[src/rtl/pp_heap_pkg.sv]
// Shared types and constants for the partial-product bit-heap sequencer.
package pp_heap_pkg;

  localparam int PP_N  = 30;
  localparam int NCOL  = 2 * PP_N - 1;
  localparam int OUT_W = 2 * PP_N + 1;

  typedef enum logic [1:0] {
    IDLE,
    LOAD,
    SETTLE,
    HOLD
  } state_t;

  // Number of partial-product bits that land in column c of an n x n array.
  function automatic int col_height(input int c, input int n);
    return ((c + 1) < (2 * n - 1 - c)) ? (c + 1) : (2 * n - 1 - c);
  endfunction

endpackage

[src/rtl/pp_column_mux.sv]
// Selects the partial-product bit each column shift register receives at load step k.
// Short columns are pre-filled with zeros so every column finishes on the same step,
// and the highest-i term of a column is always the last bit shifted in.
module pp_column_mux
  import pp_heap_pkg::*;
#(
  parameter int N = PP_N
) (
  input  logic [N-1:0]         a,
  input  logic [N-1:0]         b,
  input  logic [$clog2(N)-1:0] k,
  output logic [2*N-2:0]       sh_bit
);

  localparam int KW = $clog2(N);

  // Per-column AND-array bit for the current step, zero during the pre-fill window.
  always_comb begin
    int h;
    int pre;
    int i;
    int j;
    sh_bit = '0;
    h      = 0;
    pre    = 0;
    i      = 0;
    j      = 0;
    for (int c = 0; c < 2 * N - 1; c++) begin
      h   = col_height(c, N);
      pre = N - h;
      if (int'(k) >= pre) begin
        i         = ((c - N + 1) > 0 ? (c - N + 1) : 0) + int'(k) - pre;
        j         = c - i;
        sh_bit[c] = a[i[KW-1:0]] & b[j[KW-1:0]];
      end
    end
  end

endmodule

[src/rtl/pp_heap_sequencer.sv]
// Sequencer for the N x N partial-product bit-heap compressor: accepts one operand pair,
// streams the AND-array into the column shift registers over N cycles, waits out the
// compressor latency and holds the captured product under a valid/ready handshake.
module pp_heap_sequencer
  import pp_heap_pkg::*;
#(
  parameter int N       = PP_N,
  parameter int CMP_LAT = 0
) (
  input  logic             clk,
  input  logic             rst,
  input  logic             in_valid,
  output logic             in_ready,
  input  logic [N-1:0]     in_a,
  input  logic [N-1:0]     in_b,
  output logic             sh_en,
  output logic [2*N-2:0]   sh_bit,
  input  logic [2*N:0]     cmp_dst,
  output logic             out_valid,
  input  logic             out_ready,
  output logic [2*N:0]     out_prod
);

  localparam int KW = $clog2(N);
  localparam int SW = $clog2(CMP_LAT + 2);
  localparam int NC = 2 * N - 1;
  localparam int OW = 2 * N + 1;

  state_t          state_q, state_d;
  logic [N-1:0]    a_q, a_d;
  logic [N-1:0]    b_q, b_d;
  logic [KW-1:0]   k_q, k_d;
  logic [SW-1:0]   settle_q, settle_d;
  logic [OW-1:0]   prod_q, prod_d;
  logic [NC-1:0]   mux_bit;

  pp_column_mux #(.N(N)) u_mux (
    .a      (a_q),
    .b      (b_q),
    .k      (k_q),
    .sh_bit (mux_bit)
  );

  // Control state, counters and the product capture register.
  always_ff @(posedge clk) begin
    if (rst) begin
      state_q  <= IDLE;
      k_q      <= '0;
      settle_q <= '0;
      prod_q   <= '0;
    end else begin
      state_q  <= state_d;
      k_q      <= k_d;
      settle_q <= settle_d;
      prod_q   <= prod_d;
    end
  end

  // Operand registers; only meaningful after an accepted handshake, so not reset.
  always_ff @(posedge clk) begin
    a_q <= a_d;
    b_q <= b_d;
  end

  // Next-state and output decode; rst forces the handshake and shift controls low.
  always_comb begin
    state_d   = state_q;
    k_d       = k_q;
    settle_d  = settle_q;
    prod_d    = prod_q;
    a_d       = a_q;
    b_d       = b_q;
    in_ready  = 1'b0;
    sh_en     = 1'b0;
    sh_bit    = '0;
    out_valid = 1'b0;
    case (state_q)
      IDLE: begin
        in_ready = 1'b1;
        if (in_valid) begin
          a_d     = in_a;
          b_d     = in_b;
          k_d     = '0;
          state_d = LOAD;
        end
      end
      LOAD: begin
        sh_en  = 1'b1;
        sh_bit = mux_bit;
        if (k_q == KW'(N - 1)) begin
          k_d      = '0;
          settle_d = '0;
          state_d  = SETTLE;
        end else begin
          k_d = k_q + KW'(1);
        end
      end
      SETTLE: begin
        if (settle_q == SW'(CMP_LAT)) begin
          prod_d   = cmp_dst;
          settle_d = '0;
          state_d  = HOLD;
        end else begin
          settle_d = settle_q + SW'(1);
        end
      end
      HOLD: begin
        out_valid = 1'b1;
        if (out_ready) begin
          state_d = IDLE;
        end
      end
      default: state_d = IDLE;
    endcase
    if (rst) begin
      in_ready  = 1'b0;
      sh_en     = 1'b0;
      sh_bit    = '0;
      out_valid = 1'b0;
    end
  end

  assign out_prod = prod_q;

endmodule

[config.mk]
export PLATFORM = sky130hd
export DESIGN_NAME = pp_heap_sequencer
export DESIGN_NICKNAME = d
export VERILOG_FILES = /design/src/rtl/pp_heap_pkg.sv /design/src/rtl/pp_column_mux.sv /design/src/rtl/pp_heap_sequencer.sv
export SDC_FILE = /design/constraint.sdc
export NUM_CORES = 1
export LEC_CHECK = 0
export CAP_MARGIN = 25
export CORE_UTILIZATION = 45
export CTS_CLUSTER_SIZE = 24
export DETAILED_ROUTE_END_ITERATION = 10
export DONT_BUFFER_PORTS = 1
export GPL_TIMING_DRIVEN = 0
export PLACE_DENSITY = 0.66
export SYNTH_ARGS = -nofsm -noshare
export SYNTH_HDL_FRONTEND = slang
export SYNTH_HIERARCHICAL = 1
export SYNTH_SLANG_ARGS = --single-unit
[constraint.sdc]
create_clock -name clk -period 4.5 [get_ports clk]
set_input_delay 0.45 -clock clk [delete_from_list [all_inputs] [get_ports clk]]
set_output_delay 0.45 -clock clk [all_outputs]
set_load 0.01 [all_outputs]
==> results.ini, run 1 <==
[power_and_ir_drop]
power.leakage_nw = 4.35
power_mw = 6.74
ir_worst_vdd_mv = 0.323
powerDensity_nw_per_um2 = 550

[yosys]
syn_inst = 997
ys.warnings.count = 6
ys_seq_elements = 128
syn_area_per_cell_um2 = 11.0
yosysSeqAreaShare_pct = 28.8
synth_edf_count = 60
ys_async_sr_fraction_pct = 0
ys_types = 62
synth_nets = 1152
syn_area_um2 = 11000
synth_flop_cell = dfxtp_1

[global_routing]
grt-ovfl-total = 0
grt_max_degree = 41
antenna_found_initial = 2
grt_use_total_pct = 27.1
first_global_vias = 7852
grt_pass1_wl_mm = 49.4

[sta]
finClkSkew_ns = 0.0184
clock.fmax_mhz = 230
period_share_pct = 96.8
finalSetupViolations = 0
worst_pin_slew_ns = 0.887
fin_crit_ns = 4.36
slew_violations = 0
holdWs_ns = 0.114
hold_viol = 0
relSlewSlack_pct = 40.8
rsz0062_at_grt = false

[worst_setup_path]
cp-end-kind = output pin
r2r-end = b_q[10]$_DFFE_PP_
path_buf_inv = 9
path_delay_family = buffers and inverters
crit_chain = buf_12 -> buf_12 -> buf_12 -> buf_8 -> clkinvlp_4 -> ha_4 -> buf_8 -> buf_8 -> buf_6 -> buf_6 -> mux4_2 -> mux2i_2 -> mux2i_1 -> mux2i_1 -> nor3_1 -> and2_1
cp.arrival_ns = 3.91
start_kind = flop
reg2reg_from = state_q[0]$_SDFFE_PP0P_
critPathMaxStageDelay_ns = 0.40
r2r_slack_ns = 2.67
required_ns = 4.05
ff2ff_path_depth = 4
critPathKind = flop to output pin
slowest_stage = dfxtp_4
crit_fanout = 10
crit_cells = 16

[final_layout]
fin_util_pct = 51.7
instances_no_fill = 1354
antennaDiodeCount = 0
nNetsFinal = 1177
fill_cells = 2196
fin_area_um2 = 12300
multi_input_comb_area_um2 = 7390
regArea_um2 = 3170
drive_gt1_share_pct = 23.4
area_growth_pct = 11.7

[floorplanning]
die_area_um2 = 25000
rows = 56
dieHeight_um = 158
core_um2 = 23700
io_pins = 248
die_w_um = 158
start_util_pct = 46.3

[clock_tree]
cts_sinks = 128
clk_pin_slew_ns = 0.07
cts_max_path_buffers = 2
worstSkewPairLatency_ns = 0.43
cts_tree = built
cts_root_buffer = clkbuf_16
ctsHtreeMaxLevel = 4
cts_buffers = 17

[routing]
drt_iter0_markers = 878
viasPerCell = 6.33
wire_per_inst_um = 25.3
drcViolationCount = 0
vias = 8567
ant_nets = 0
finalWirelength_mm = 34.3
firstDrtPassIters = 5

[hold_path]
hold_end = b_q[29]$_DFFE_PP_
hold_start = in_b[29]
hold_class = input pin to flop
holdPathStages = 0

[placement]
port_buffers = 0
postPlaceCellArea_um2 = 11400
place_inst = 1317
hpwlAfterDp_mm = 27.0
gp_congestion = 1.04

[outcome]
status = finished clean

[job]
drv_cap = 0

==> report_power, final <==
part | switching [mW] | internal, mW
clock | 0.590 | 0.848
sequential | 0.282 | 1.53
combinational | 1.95 | 1.54
==> logic make-up (layout without fill, tap and decap cells) <==
| logic type | count (synthesis) | in the layout | synth area share [%] |
|---|---|---|---|
| flops | 128 | 128 | 28.8 |
| fa+ha+maj | 30 | 30 | 3.42 |
| simple gates | 302 | 302 | 13.7 |
| xor+xnor | 58 | 58 | 5.21 |
| compound gates | 95 | 95 | 5.49 |
| mux | 285 | 285 | 38.1 |
| buf+inv | 99 | 137 | 5.26 |
==> worst max path at each step <==
stage,startpoint,to
2_1_floorplan,k_q[1]$_SDFFE_PP0P_,sh_bit[0]
3_3_place_gp,k_q[1]$_SDFFE_PP0P_,sh_bit[12]
3_5_place_dp,k_q[1]$_SDFFE_PP0P_,sh_bit[12]
4_1_cts,k_q[3]$_SDFFE_PP0P_,sh_bit[12]
5_1_grt,k_q[0]$_SDFFE_PP0P_,sh_bit[46]
6_report,k_q[0]$_SDFFE_PP0P_,sh_bit[34]
==> what timing repair did <==
item,4_1_cts,5_1_grt
hold endpoints to repair,0,0
resized for setup,34,15
buffers inserted,0,5
pin swaps,0,1
setup endpoints to repair,38,33
hold buffers,0,0
==> synthesized netlist by cell type (10+ instances only) <==
cell	number	share of area, %
nand2_1	48	1.6
mux2_2	17	1.7
nor2_1	85	2.9
dfxtp_1	68	12
mux2i_1	166	15
ha_1	30	3.4
nor2b_1	13	0.74
xnor2_1	40	3.2
nand2b_1	10	0.57
xor2_1	11	0.88
and2_1	63	3.6
buf_2	26	1.2
a21oi_1	42	1.9
edfxtp_1	60	16
buf_6	12	1.2
inv_1	23	0.79
nor3_1	53	2.4
mux4_2	92	19
clkbuf_1	22	0.75
a211oi_1	10	0.68
==> per-layer routing <==
layer | track usage [%] | wire length [um] | up-vias | share of wire (%)
met2 | 39.1 | 15200 | 524 | 44
met3 | 7.45 | 3540 | 54 | 10
met5 | 0 | 27 | - | 0.079
li1 | - | - | 3801 | -
met4 | 8.06 | 743 | 4 | 2.2
met1 | 39.1 | 14800 | 4184 | 43
==> cell usage in the layout, fill, tap and decap left out, types with 7 or more instances in the layout <==
cell type	count
inv_1	22
nand2b_1	10
mux4_2	92
clkbuf_1	21
ha_1	29
and2_1	62
nor3_1	50
a211oi_1	10
nor2_1	85
mux2i_2	7
buf_2	23
nand3_1	8
dfxtp_1	64
nand2_1	48
mux2i_1	152
mux4_1	7
a21oi_1	42
xnor2_1	38
a221oi_1	8
buf_6	13
edfxtp_1	60
mux2_2	17
xor2_1	10
mux2i_4	10
buf_4	9
clkbuf_16	17
nor2b_1	13
==> final cells by class <==
type | instances | share of cell area [%]
multi-input cells | 770 | 60.3
flip-flops and latches | 128 | 25.9
plain buffers | 73 | 4.24
clock buffers | 17 | 3.47
well taps | 319 | 3.26
clock inverters | 15 | 1.50
inverters | 26 | 0.847
repair buffers | 6 | 0.470
==> state kept, by name, summed over array words and instances, names as in the netlist <==
signal    count
b_q          30
a_q          30
k_q           5
state_q       2
out_prod     61
==> metrics by stage <==
| step | setup TNS (ns) | worst slack (ns) |
|---|---|---|
| final | 0 | 0.145 |
| after floorplan | 0 | 0.788 |
| after global routing | 0 | 0.0313 |
| after CTS | 0 | 0.0170 |
| after detailed placement | -5.78 | -0.398 |
| after global placement | -6.48 | -0.413 |
No activity file was read; power rests on OpenSTA's default activity.
==> inputs of run 2 (changes only) <==
Settings changed: SKIP_CTS_REPAIR_TIMING set to 1.
==> results.ini, run 2 (synthesis results as in run 1) <==
[outcome]
status = finished clean  ; unchanged

[placement]
port_buffers = 0  ; unchanged
preCtsSetupSlack_ns = -0.398  ; unchanged
gp_congestion = 1.04  ; unchanged
hpwlAfterDp_mm = 27.0  ; unchanged

[worst_setup_path]
critPathKind = flop to output pin  ; unchanged
path_buf_inv = 8  ; was 9
crit_chain = buf_12 -> buf_12 -> buf_12 -> buf_8 -> clkinvlp_4 -> ha_4 -> buf_8 -> buf_8 -> clkbuf_4 -> mux4_2 -> nand2_1 -> o21ai_1 -> mux2_2 -> mux2i_1 -> nor3_1 -> and2_1  ; was buf_12 -> buf_12 -> buf_12 -> buf_8 -> clkinvlp_4 -> ha_4 -> buf_8 -> buf_8 -> buf_6 -> buf_6 -> mux4_2 -> mux2i_2 -> mux2i_1 -> mux2i_1 -> nor3_1 -> and2_1
cp-end-kind = output pin  ; unchanged
crit_fanout = 10  ; unchanged
slowest_stage = mux4_2  ; was dfxtp_4
critPathMaxStageDelay_ns = 0.40  ; about the same
start_kind = flop  ; unchanged
required_ns = 4.05  ; about the same
r2r_slack_ns = 2.54  ; was 2.67 ns
cp.arrival_ns = 3.92  ; was 3.91 ns
path_delay_family = buffers and inverters  ; unchanged

[clock_tree]
worstSkewPairLatency_ns = 0.43  ; about the same
cts_max_path_buffers = 2  ; unchanged
clk_pin_slew_ns = 0.07  ; about the same
cts_buffers = 17  ; unchanged
cts_root_buffer = clkbuf_16  ; unchanged
cts_sinks = 128  ; unchanged
cts_tree = built  ; unchanged
ctsHtreeMaxLevel = 4  ; unchanged

[floorplanning]
die_area_um2 = 25000  ; unchanged
rows = 56  ; unchanged
start_util_pct = 46.3  ; unchanged
dieHeight_um = 158  ; unchanged
core_um2 = 23700  ; unchanged
io_pins = 248  ; unchanged
die_w_um = 158  ; unchanged

[sta]
finalSetupViolations = 0  ; unchanged
setup_slack_ns = 0.130  ; was 0.145 ns
fin_setup_tns_ns = 0  ; unchanged
finClkSkew_ns = 0.0185  ; was 0.0184 ns
hold_viol = 0  ; unchanged
relSlewSlack_pct = 35.2  ; was 40.8%
clock.fmax_mhz = 229  ; was 230 MHz
period_share_pct = 97.1  ; was 96.8%
fin_crit_ns = 4.37  ; was 4.36 ns
worst_pin_slew_ns = 0.972  ; was 0.887 ns
slew_violations = 0  ; unchanged

[routing]
vias = 8662  ; was 8,567
finalWirelength_mm = 34.4  ; was 34.3 mm
viasPerCell = 6.37  ; was 6.33
firstDrtPassIters = 5  ; unchanged
drt_iter0_markers = 894  ; was 878
ant_nets = 0  ; unchanged
drcViolationCount = 0  ; unchanged
wire_per_inst_um = 25.3  ; about the same

[global_routing]
grt-ovfl-total = 0  ; unchanged
grt_max_degree = 41  ; unchanged
antenna_found_initial = 2  ; unchanged
grt_pass1_wl_mm = 49.0  ; was 49.4 mm
grt_use_total_pct = 26.9  ; was 27.1%
first_global_vias = 7776  ; was 7,852

[final_layout]
fin_util_pct = 51.9  ; was 51.7%
largest_register_ffs = 61  ; unchanged
final_cell_mix = 153 x mux2i_1, 92 x mux4_2, 85 x nor2_1  ; was 152 x mux2i_1, 92 x mux4_2, 85 x nor2_1
layout_commonest_cell = mux2i_1  ; unchanged
nNetsFinal = 1182  ; was 1,177
antennaDiodeCount = 0  ; unchanged
area_growth_pct = 12.0  ; was 11.7%
drive_gt1_share_pct = 23.5  ; was 23.4%
fill_cells = 2191  ; was 2,196

[power_and_ir_drop]
powerDensity_nw_per_um2 = 549  ; was 550 nW/um^2
ir_worst_vdd_mv = 0.323  ; about the same
power.leakage_nw = 4.38  ; was 4.35 nW
power_mw = 6.74  ; about the same

[hold_path]
hold_class = input pin to flop  ; unchanged

[job]
drv_cap = 0  ; unchanged

run 2: cell count changes in the layout (fill, tap and decap cells not counted), sizes merged:
cell,delta
inv,-1
clkinvlp,+1
buf,+5
run 2: stage by stage:
stage	cells	hold WS, ns	instance area, um^2
after global placement	1316	0.503	11400
after floorplan	997	0.485	11000
after CTS	1349	0.103	12000
final	1359	0.115	12300
after global routing	1359	0.103	12300
after detailed placement	1317	0.526	11400
run 2: routing by layer:
layer,track usage [%],share of wire [%]
met5,0,0.079
met4,7.19,1.7
met3,8.08,11
met2,39.1,44
met1,38.5,43
run 2: path summary, 6_finish.rpt:
| check | from | to | cells after the start |
|---|---|---|---|
| max | k_q[0]$_SDFFE_PP0P_ | sh_bit[16] | 16 |
| min | in_b[29] | b_q[29]$_DFFE_PP_ | 0 |
| max reg2reg | k_q[3]$_SDFFE_PP0P_ | state_q[0]$_SDFFE_PP0P_ | 3 |
| min reg2reg | state_q[1]$_SDFFE_PP0P_ | state_q[1]$_SDFFE_PP0P_ | 2 |
run 2: worst register-to-register path, delay by kind of cell, from the launching register on:
family          cells  cell delay, ns
flops               1            0.83
compound gates      2            0.65
simple gates        1            0.41
run 2: power breakdown:
group / switching (mW) / internal (mW) / total (mW)
Sequential: 0.282 / 1.53 / 1.81
Combinational: 1.94 / 1.55 / 3.49
Clock: 0.590 / 0.848 / 1.44
run 2: final cells by class:
class | count | area, um^2 | area share, %
Buffer | 72 | 515 | 4.20
Clock buffer | 17 | 425 | 3.46
Clock inverter | 15 | 184 | 1.50
Inverter | 26 | 105 | 0.855
Multi-Input combinational cell | 770 | 7380 | 60.1
Sequential cell | 128 | 3170 | 25.8
Tap cell | 319 | 399 | 3.25
Timing Repair Buffer | 12 | 103 | 0.835
